--- src/rtl/render_pkg.sv ---
// Shared types and constants for the render command queue and the vga_display consumer.
package render_pkg;

  typedef struct packed {
    logic [7:0]  magic;
    logic [15:0] x;
    logic [15:0] y;
    logic [7:0]  flags;
  } render_cmd_t;

  localparam logic [7:0] MAGIC_DO_RENDER = 8'hFF;

  localparam logic [7:0] SPRITE_MAGIC_NOP       = 8'h00;
  localparam logic [7:0] SPRITE_MAGIC_SPRITE    = 8'h01;
  localparam logic [7:0] SPRITE_MAGIC_CLEAR     = 8'h02;
  localparam logic [7:0] SPRITE_MAGIC_DO_RENDER = MAGIC_DO_RENDER;

  localparam logic [1:0] REG_CMD_HI  = 2'd0;
  localparam logic [1:0] REG_CMD_MID = 2'd1;
  localparam logic [1:0] REG_CMD_LO  = 2'd2;
  localparam logic [1:0] REG_CTRL    = 2'd3;
  localparam logic [1:0] REG_STATUS  = 2'd3;

  localparam int STATUS_OVERFLOW   = 15;
  localparam int STATUS_IRQ        = 14;
  localparam int STATUS_FRAMES_LSB = 8;
  localparam int STATUS_COUNT_LSB  = 0;

  function automatic logic [15:0] pack_status(input logic       ovf,
                                              input logic       irq_bit,
                                              input logic [5:0] frames,
                                              input logic [7:0] count);
    logic [15:0] s;
    s = '0;
    s[STATUS_OVERFLOW]            = ovf;
    s[STATUS_IRQ]                 = irq_bit;
    s[STATUS_FRAMES_LSB +: 6]     = frames;
    s[STATUS_COUNT_LSB +: 8]      = count;
    return s;
  endfunction

endpackage

--- src/rtl/cmd_fifo_mem.sv ---
// DEPTH x CMD_W command storage: synchronous write, asynchronous read (MLAB-friendly, no reset).
module cmd_fifo_mem
  import render_pkg::*;
#(
  parameter int DEPTH = 32,
  parameter int CMD_W = 48
) (
  input  logic                     clk50,
  input  logic                     we,
  input  logic [$clog2(DEPTH)-1:0] waddr,
  input  logic [CMD_W-1:0]         wdata,
  input  logic [$clog2(DEPTH)-1:0] raddr,
  output logic [CMD_W-1:0]         rdata
);

  logic [CMD_W-1:0] mem [DEPTH];

  always_ff @(posedge clk50) begin
    if (we) mem[waddr] <= wdata;
  end

  assign rdata = mem[raddr];

endmodule

--- src/rtl/render_cmd_queue.sv ---
// Avalon-MM render command queue releasing whole frames FWFT to the display engine.
// Optional frame-consumed interrupt: define RENDER_CMD_QUEUE_IRQ_EN.
module render_cmd_queue
  import render_pkg::*;
#(
  parameter int DEPTH = 32,
  parameter int CMD_W = 48
) (
  input  logic             clk50,
  input  logic             reset_n,
  input  logic             chipselect,
  input  logic             write,
  input  logic             read,
  input  logic [1:0]       address,
  input  logic [15:0]      writedata,
  output logic [15:0]      readdata,
  output logic [CMD_W-1:0] render_queue_dout,
  output logic             render_queue_valid,
  input  logic             render_queue_pop_front
`ifdef RENDER_CMD_QUEUE_IRQ_EN
  ,
  output logic             irq
`endif
);

  localparam int AW = $clog2(DEPTH);
  localparam int PW = AW + 1;

  logic [PW-1:0]       wr_ptr, rd_ptr, used_cnt;
  logic [7:0]          count8;
  logic [CMD_W-1:16]   staging_hi;
  logic [5:0]          frames_pending;
  logic                overflow;
  logic                irq_bit;
  logic [15:0]         status_word;

  logic                wr_sel, push_req, flush, status_rd;
  logic                full, empty;
  logic                push_ff, head_ff, fp_sat;
  logic                push_drop, push_ok, pop_ok, ovf_set;
  render_cmd_t         push_cmd;
  logic [CMD_W-1:0]    head_raw;

  assign wr_sel    = chipselect && write;
  assign push_req  = wr_sel && (address == REG_CMD_LO);
  assign flush     = wr_sel && (address == REG_CTRL);
  assign status_rd = chipselect && read && (address == REG_STATUS);

  // The low word goes straight into the pushed command; only the upper words need holding.
  assign push_cmd = {staging_hi, writedata};
  assign push_ff  = (push_cmd.magic == MAGIC_DO_RENDER);
  assign head_ff  = (head_raw[CMD_W-1 -: 8] == MAGIC_DO_RENDER);

  assign full     = (wr_ptr[AW] != rd_ptr[AW]) && (wr_ptr[AW-1:0] == rd_ptr[AW-1:0]);
  assign empty    = (wr_ptr == rd_ptr);
  assign used_cnt = wr_ptr - rd_ptr;
  assign count8   = 8'(used_cnt);

  assign render_queue_valid = (frames_pending != 6'd0) && !empty;
  assign render_queue_dout  = head_raw;

  // Full is judged on the pre-pop state; a frame count of 63 only blocks a push
  // that would actually take it past 63.
  assign pop_ok    = render_queue_pop_front && render_queue_valid && !flush;
  assign fp_sat    = push_ff && (frames_pending == 6'd63) && !(pop_ok && head_ff);
  assign push_drop = push_req && (full || fp_sat);
  assign push_ok   = push_req && !push_drop && !flush;
  assign ovf_set   = push_drop && !flush;

  cmd_fifo_mem #(
    .DEPTH(DEPTH),
    .CMD_W(CMD_W)
  ) u_mem (
    .clk50 (clk50),
    .we    (push_ok),
    .waddr (wr_ptr[AW-1:0]),
    .wdata (push_cmd),
    .raddr (rd_ptr[AW-1:0]),
    .rdata (head_raw)
  );

  always_ff @(posedge clk50 or negedge reset_n) begin
    if (!reset_n) begin
      wr_ptr         <= '0;
      rd_ptr         <= '0;
      frames_pending <= '0;
      overflow       <= 1'b0;
      staging_hi     <= '0;
    end else if (flush) begin
      wr_ptr         <= '0;
      rd_ptr         <= '0;
      frames_pending <= '0;
      overflow       <= 1'b0;
      staging_hi     <= '0;
    end else begin
      if (push_ok) wr_ptr <= wr_ptr + 1'b1;
      if (pop_ok)  rd_ptr <= rd_ptr + 1'b1;
      case ({push_ok && push_ff, pop_ok && head_ff})
        2'b10:   frames_pending <= frames_pending + 6'd1;
        2'b01:   frames_pending <= frames_pending - 6'd1;
        default: frames_pending <= frames_pending;
      endcase
      if (ovf_set)        overflow <= 1'b1;
      else if (status_rd) overflow <= 1'b0;
      if (wr_sel && (address == REG_CMD_HI))  staging_hi[CMD_W-1:32] <= writedata;
      if (wr_sel && (address == REG_CMD_MID)) staging_hi[31:16]      <= writedata;
    end
  end

`ifdef RENDER_CMD_QUEUE_IRQ_EN
  always_ff @(posedge clk50 or negedge reset_n) begin
    if (!reset_n) begin
      irq <= 1'b0;
    end else if (pop_ok && head_ff) begin
      irq <= 1'b1;
    end else if (status_rd) begin
      irq <= 1'b0;
    end
  end
  assign irq_bit = irq;
`else
  assign irq_bit = 1'b0;
`endif

  assign status_word = pack_status(overflow, irq_bit, frames_pending, count8);

  always_ff @(posedge clk50 or negedge reset_n) begin
    if (!reset_n) begin
      readdata <= '0;
    end else if (chipselect && read) begin
      readdata <= (address == REG_STATUS) ? status_word : 16'h0000;
    end
  end

endmodule
--- config.mk ---
export PLATFORM = sky130hd
export DESIGN_NAME = render_cmd_queue
export DESIGN_NICKNAME = d
export VERILOG_FILES = /design/src/rtl/render_pkg.sv /design/src/rtl/cmd_fifo_mem.sv /design/src/rtl/render_cmd_queue.sv
export SDC_FILE = /design/constraint.sdc
export NUM_CORES = 2
export LEC_CHECK = 0
export CORE_MARGIN = 4
export CORE_UTILIZATION = 50
export CTS_CLUSTER_DIAMETER = 60
export DETAILED_ROUTE_END_ITERATION = 7
export PLACE_DENSITY_LB_ADDON = 0.05
export SLEW_MARGIN = 20
export SYNTH_ARGS = -nofsm -noshare
export SYNTH_HDL_FRONTEND = slang
export SYNTH_SLANG_ARGS = --single-unit
--- constraint.sdc ---
create_clock -name clk50 -period 7.82 [get_ports clk50]
set_clock_uncertainty 0.2 [all_clocks]
set_input_delay 1.564 -clock clk50 [delete_from_list [all_inputs] [get_ports clk50]]
set_output_delay 1.564 -clock clk50 [all_outputs]
set_load 0.1 [all_outputs]
# After elaboration in Yosys (flattened, before gate mapping)
# Memories as Yosys holds them, arrays and structs flattened.
# Index checks and enable logic that the tools add are counted.
totals:
  memories: 1
  input_bits: 24
  output_inout_bits: 65
  mem_bits_rw: 1536
  ff_bits: 67
  elab_cells: 71
mem_list:
  columns: ["name", "words", "width", "rd", "rd_ports_with_merged_regs", "write_ports", "line", "text"]
  rows:
  - ["u_mem.mem", 32, 48, 1, 0, 1, "cmd_fifo_mem.sv:16", "logic [CMD_W-1:0] mem [DEPTH];"]
classes:
  mux: 15
  n_eq_ne: 11
  n_addsub: 5
  reduce_logical: 32
op_table:
  columns: ["op", "count"]
  rows:
  - ["two-way mux 16 bit", 3]
  - ["two-way mux 32 bit", 1]
  - ["two-way mux 6 bit", 5]
  - ["logical AND 1 bit", 19]
  - ["adder 6 x 1 -> 6 bit, second input constant", 3]
  - ["== test 8 bit, second input constant", 2]
  - ["case mux 6 bit (2 select lines)", 1]
  - ["nonzero test 2 bit", 4]
  - ["== test 2 bit, second input constant", 3]
  - ["== test 6 bit", 1]
  - ["== test 6 bit, second input constant", 1]
  - ["nonzero test 3 bit", 2]
  - ["nonzero test 6 bit", 1]
  - ["subtractor 6 x 1 -> 6 bit, second input constant", 1]
  - ["subtractor 6 bit", 1]
  - ["== test 5 bit", 1]
  - ["two-way mux 1 bit", 5]
  - ["== test 2 x 1 -> 1 bit, second input constant", 2]
  - ["logical NOT 1 bit", 4]
  - ["logical NOT 2 bit", 1]
  - ["logical OR 1 bit", 1]
  - ["!= test 1 bit", 1]

# Depth between registers and ports, before layout
depth:
  depth_word: 17
  ltp_mapped: 19

# Hierarchy
# From an unflattened synthesis, not the netlist that was laid out.
hier_totals:
  hier_cells: 3614
  hier_area_um2: 62902.8
modules_own_cells:
  columns: ["module", "seq_area_each_um2", "instances", "area_per_inst_um2", "cells_each"]
  rows:
  - ["cmd_fifo_mem", 46124.2, 1, 59763.6, 3316]
  - ["render_cmd_queue", 1601.5, 1, 3139.3, 298]

# Least setup slack after synthesis
# OpenSTA, ideal clock, no wires.
synth_timing:
  path_type: "reg-to-reg"
  from: "register rd_ptr[2]"
  to: "memory u_mem.mem[0][0] (enable)"
  period_less_slack_ns: 6.119
  stages_incl_launch_ff: 14
  slack_ns: 1.701
  arrival_time_ns: 5.509
  setup_ns: 0.411
  path_cell_list: "dfrtp_1 -> buf_4 -> buf_12 -> buf_8 -> buf_8 -> mux2i_1 -> a221oi_1 -> o21ai_0 -> a22oi_1 -> o211ai_1 -> o41a_1 -> nor2_2 -> clkbuf_1 -> and3_1"
synth_lines:
  columns: ["element", "line", "text"]
  rows:
  - ["start: declaration", "render_cmd_queue.sv:29", "logic [PW-1:0] wr_ptr, rd_ptr, used_cnt;"]
  - ["start signal: assignment", "render_cmd_queue.sv:97", "if (pop_ok) rd_ptr <= rd_ptr + 1'b1;"]
  - ["memory read (32 x 48 bit)", null, null]
  - ["via render_queue_dout[47]", "render_cmd_queue.sv:17", "output logic [CMD_W-1:0] render_queue_dout,"]
  - ["== test 8 bit", "render_cmd_queue.sv:52", "assign head_ff = (head_raw[CMD_W-1 -: 8] == MAGIC_DO_RENDER);"]
  - ["logical AND 1 bit", "render_cmd_queue.sv:65", "assign fp_sat = push_ff && (frames_pending == 6'd63) && !(pop_ok && head_ff);"]
  - ["logical NOT 1 bit", "render_cmd_queue.sv:65", null]
  - ["logical AND 1 bit", "render_cmd_queue.sv:65", null]
  - ["logical OR 1 bit", "render_cmd_queue.sv:66", "assign push_drop = push_req && (full || fp_sat);"]
  - ["logical AND 1 bit", "render_cmd_queue.sv:66", null]
  - ["logical NOT 1 bit", "render_cmd_queue.sv:67", "assign push_ok = push_req && !push_drop && !flush;"]
  - ["logical AND 1 bit (2 in series)", "render_cmd_queue.sv:67", null]
  - ["two-way mux 1 bit", "cmd_fifo_mem.sv:19", "if (we) mem[waddr] <= wdata;"]
  - ["two-way mux 1 bit (not written as such)", "cmd_fifo_mem.sv:19", null]
  - ["end: declaration", "cmd_fifo_mem.sv:16", null]
# The timed path passes the listed nets, and every way through them passes these cells.

# Worst setup path after layout
layout_timing:
  from: "register rd_ptr[1]"
  to: "output render_queue_dout[37]"
layout_between:
  elab_chain_len: 1
layout_lines:
  columns: ["element", "line"]
  rows:
  - ["memory read (32 x 48 bit)", null]
  - ["end: declaration", "render_cmd_queue.sv:17"]
# No other way between the ends.

==> impl_metrics.py <==
metrics = {
    "flow_run": {
        "drv.max_cap_violation_count": 0,
    },
    "status": {
        "run_status": "finished, final reports clean",
    },
    "worst_setup_path": {
        "worst_setup_path_start_kind": "register",
        "critical_path.top_delay_family": "buffers and inverters",
        "critPathKind": "register to output pin",
        "slowest_stage": "dfrtp_4",
        "crit_fanout": 56,
        "arrival_ps": 5270,
        "cp-end-kind": "output pin",
        "crit_buf_inv": 3,
        "max_stage_delay_ps": 1070,
        "path_cells": "buf_4 -> buf_4 -> mux4_2 -> mux4_2 -> nand2_1 -> nand2_1 -> clkdlybuf4s50_1",
        "cp.required_ps": 6060,
    },
    "floorplan": {
        "coreArea_sq_um": 122400,
        "die_y_um": 359.8,
        "die_area_sq_um": 129400,
        "ios": 89,
        "rows": 128,
        "die_x_um": 359.8,
        "start_util_pct": 50.56,
    },
    "clock_tree": {
        "clockBufferDepth": 3,
        "path_clk_slew_ps": 60,
        "cts-root-buf": "clkbuf_16",
        "clock-sinks": 1600,
        "post_cts_resized": 0,
        "cts_setup_buffers": 0,
        "numCtsBuffers": 165,
        "clk_latency_ps": 780,
        "h-tree-depth": 4,
        "cts_tree": "built",
        "hold_buffers": 0,
    },
    "sta": {
        "setup_slack_ps": 784.0,
        "maxSlewViolCount": 0,
        "slew_headroom_pct": 22.92,
        "hold_viol_final": 0,
        "setup_tns_ps": 0,
        "min_period_ps": 7036,
        "rsz0062_at_grt": "no",
        "fmax_mhz": 142.1,
        "period_share_pct": 89.97,
        "tightest_slew_ps": 1141,
        "setup_violations": 0,
    },
    "detailed_routing": {
        "first_pass_iters": 6,
        "drtAntennaViolNets": 0,
        "route.detailed.drc": 0,
        "routed_via_density": 6.304,
        "drt-total-wl_mm": 161.5,
        "vias": 29805,
        "wl_per_cell_um": 34.16,
        "drt_iter0_drc": 3382,
    },
    "placement": {
        "place_ws_ps": 1547,
        "place_congestion": 0.7947,
        "placed_cell_area_sq_um": 65260,
        "dp.cells": 4427,
        "port_buffers": 85,
        "dp_hpwl_mm": 85.75,
    },
    "grt": {
        "grt.total_usage_pct": 25.16,
        "met2_usage_pct": 40.78,
        "antenna_found_initial": 5,
        "grt_busiest_layer": "met2",
        "grt_max_degree": 108,
        "grt_overflow": 0,
        "grt_pass1_vias": 30771,
        "grt_pass1_wl_mm": 231.4,
        "grt.met1_usage_pct": 36.29,
        "grt_use_met3_pct": 3.992,
    },
    "logic_synthesis": {
        "ys_ff_latch": 1600,
        "synthCells": 2763,
        "avgSynthCellArea_sq_um": 22.39,
        "synthArstFlopShare_pct": 4.000,
        "synthFlopType": "edfxtp_1",
        "synth_edf_count": 1536,
        "ys_warn_count": 0,
        "seq_area_frac_synth_pct": 77.14,
        "mappedNetlistArea_sq_um": 61870,
        "synth_cell_types": 69,
    },
    "pwr": {
        "seq_power_share_pct": 53.7,
        "power.density_nw_per_um2": 259.7,
        "finalPower_w": 0.01827,
        "p_clk_share_pct": 40.6,
        "switching_share_pct": 22.50,
        "power.internal_w": 0.01416,
        "p_comb_share_pct": 5.7,
        "p_leak_nw": 22.10,
        "p_switching_w": 0.004111,
        "ir_drop_uv": 245.2,
    },
    "finish": {
        "most-common-layout-cells": "edfxtp_1 (1,536), mux4_2 (433), nand2_1 (209)",
        "final_common_cell": "edfxtp_1",
        "multi_input_area_sq_um": 13540,
        "drive_gt1_share_pct": 26.21,
        "area_growth_pct": 13.72,
        "final_nets": 3010,
        "fillers": 8919,
        "fin_area_sq_um": 70360,
        "layoutNonFillerInstCount": 4728,
        "regArea_sq_um": 47750,
    },
    "hold_path": {
        "hp-class": "register to register",
    },
}
## Yosys cell counts, types with 18 or more instances
master,number,area (sq um)
a21oi_1,19,95.09
edfxtp_1,1536,46120
mux2i_1,53,530.5
clkbuf_1,77,289.0
and3_1,35,219.0
nand2_1,209,784.5
dfrtp_1,64,1602
nor2_1,22,82.58
mux4_2,433,9752
nand2b_1,18,112.6
buf_1,40,150.1
o21ai_0,42,210.2
## through the flow
step                hold slack (ps)  utilization (%)
floorplan                     266.4                -
global placement              281.1            53.34
detailed placement            277.4            53.33
CTS                           308.3            57.47
global route                  324.5            57.50
finish                        305.3            57.50
## cell type report
cell class	instances	area share [%]
clock inverters	89	0.9034
flip-flops and latches	1600	67.87
inverters	17	0.09959
well taps	1625	2.890
clock buffers	210	6.288
diodes	1	0.003557
multi-input cells	1005	19.24
repair buffers	181	2.707
## final timing paths
kind,startpoint,endpoint,slack [ps],cells after the start
min in group asynchronous,reset_n,staging_hi[38],580,1
worst max register to register,rd_ptr[2],u_mem.mem[17][31],1960,9
worst max-delay path,rd_ptr[1],render_queue_dout[37],780,7
worst min-delay path,readdata[0],readdata[0],310,2
worst min register to register,readdata[0],readdata[0],310,2
max in group asynchronous,reset_n,rd_ptr[0],5800,2
## cell families (layout without fill, tap and decap cells)
kind of cell,count (synthesis),in the layout,synth area share (%)
compound gates,130,130,1.397
mux,500,500,17.04
other cells,1,4,0.006061
fa+ha+maj,16,16,0.3478
buf+inv,160,497,1.270
xor+xnor,16,16,0.2265
flops,1600,1600,77.14
simple gates,340,340,2.568
## power by group through the flow
stage,Clock (W),Sequential [W],Combinational (W)
floorplan,0,0.00992,0.000672
global placement,0,0.00998,0.00104
detailed placement,0,0.00999,0.00105
CTS,0.00755,0.00981,0.00106
global route,0.00793,0.00982,0.00110
finish,0.00742,0.00981,0.00105
## tightest hold or removal path, delay by kind of cell, from the launching register on
| family | cells | cell delay [ps] |
|---|---|---|
| compound gates | 1 | 70 |
| flops | 1 | 350 |
| simple gates | 1 | 50 |
## state kept, by name, indices dropped and copies added (netlist names)
signal          count
frames_pending      6
rd_ptr              6
u_mem.mem        1536
readdata           13
overflow            1
staging_hi         32
wr_ptr              6
## metal layers
layer,wire [um],vias up
li1,-,12048
met1,67470,16268
met2,79490,1256
met3,10810,233
met4,3759,0
met5,0,-
Power figures use the tool's default switching activity.
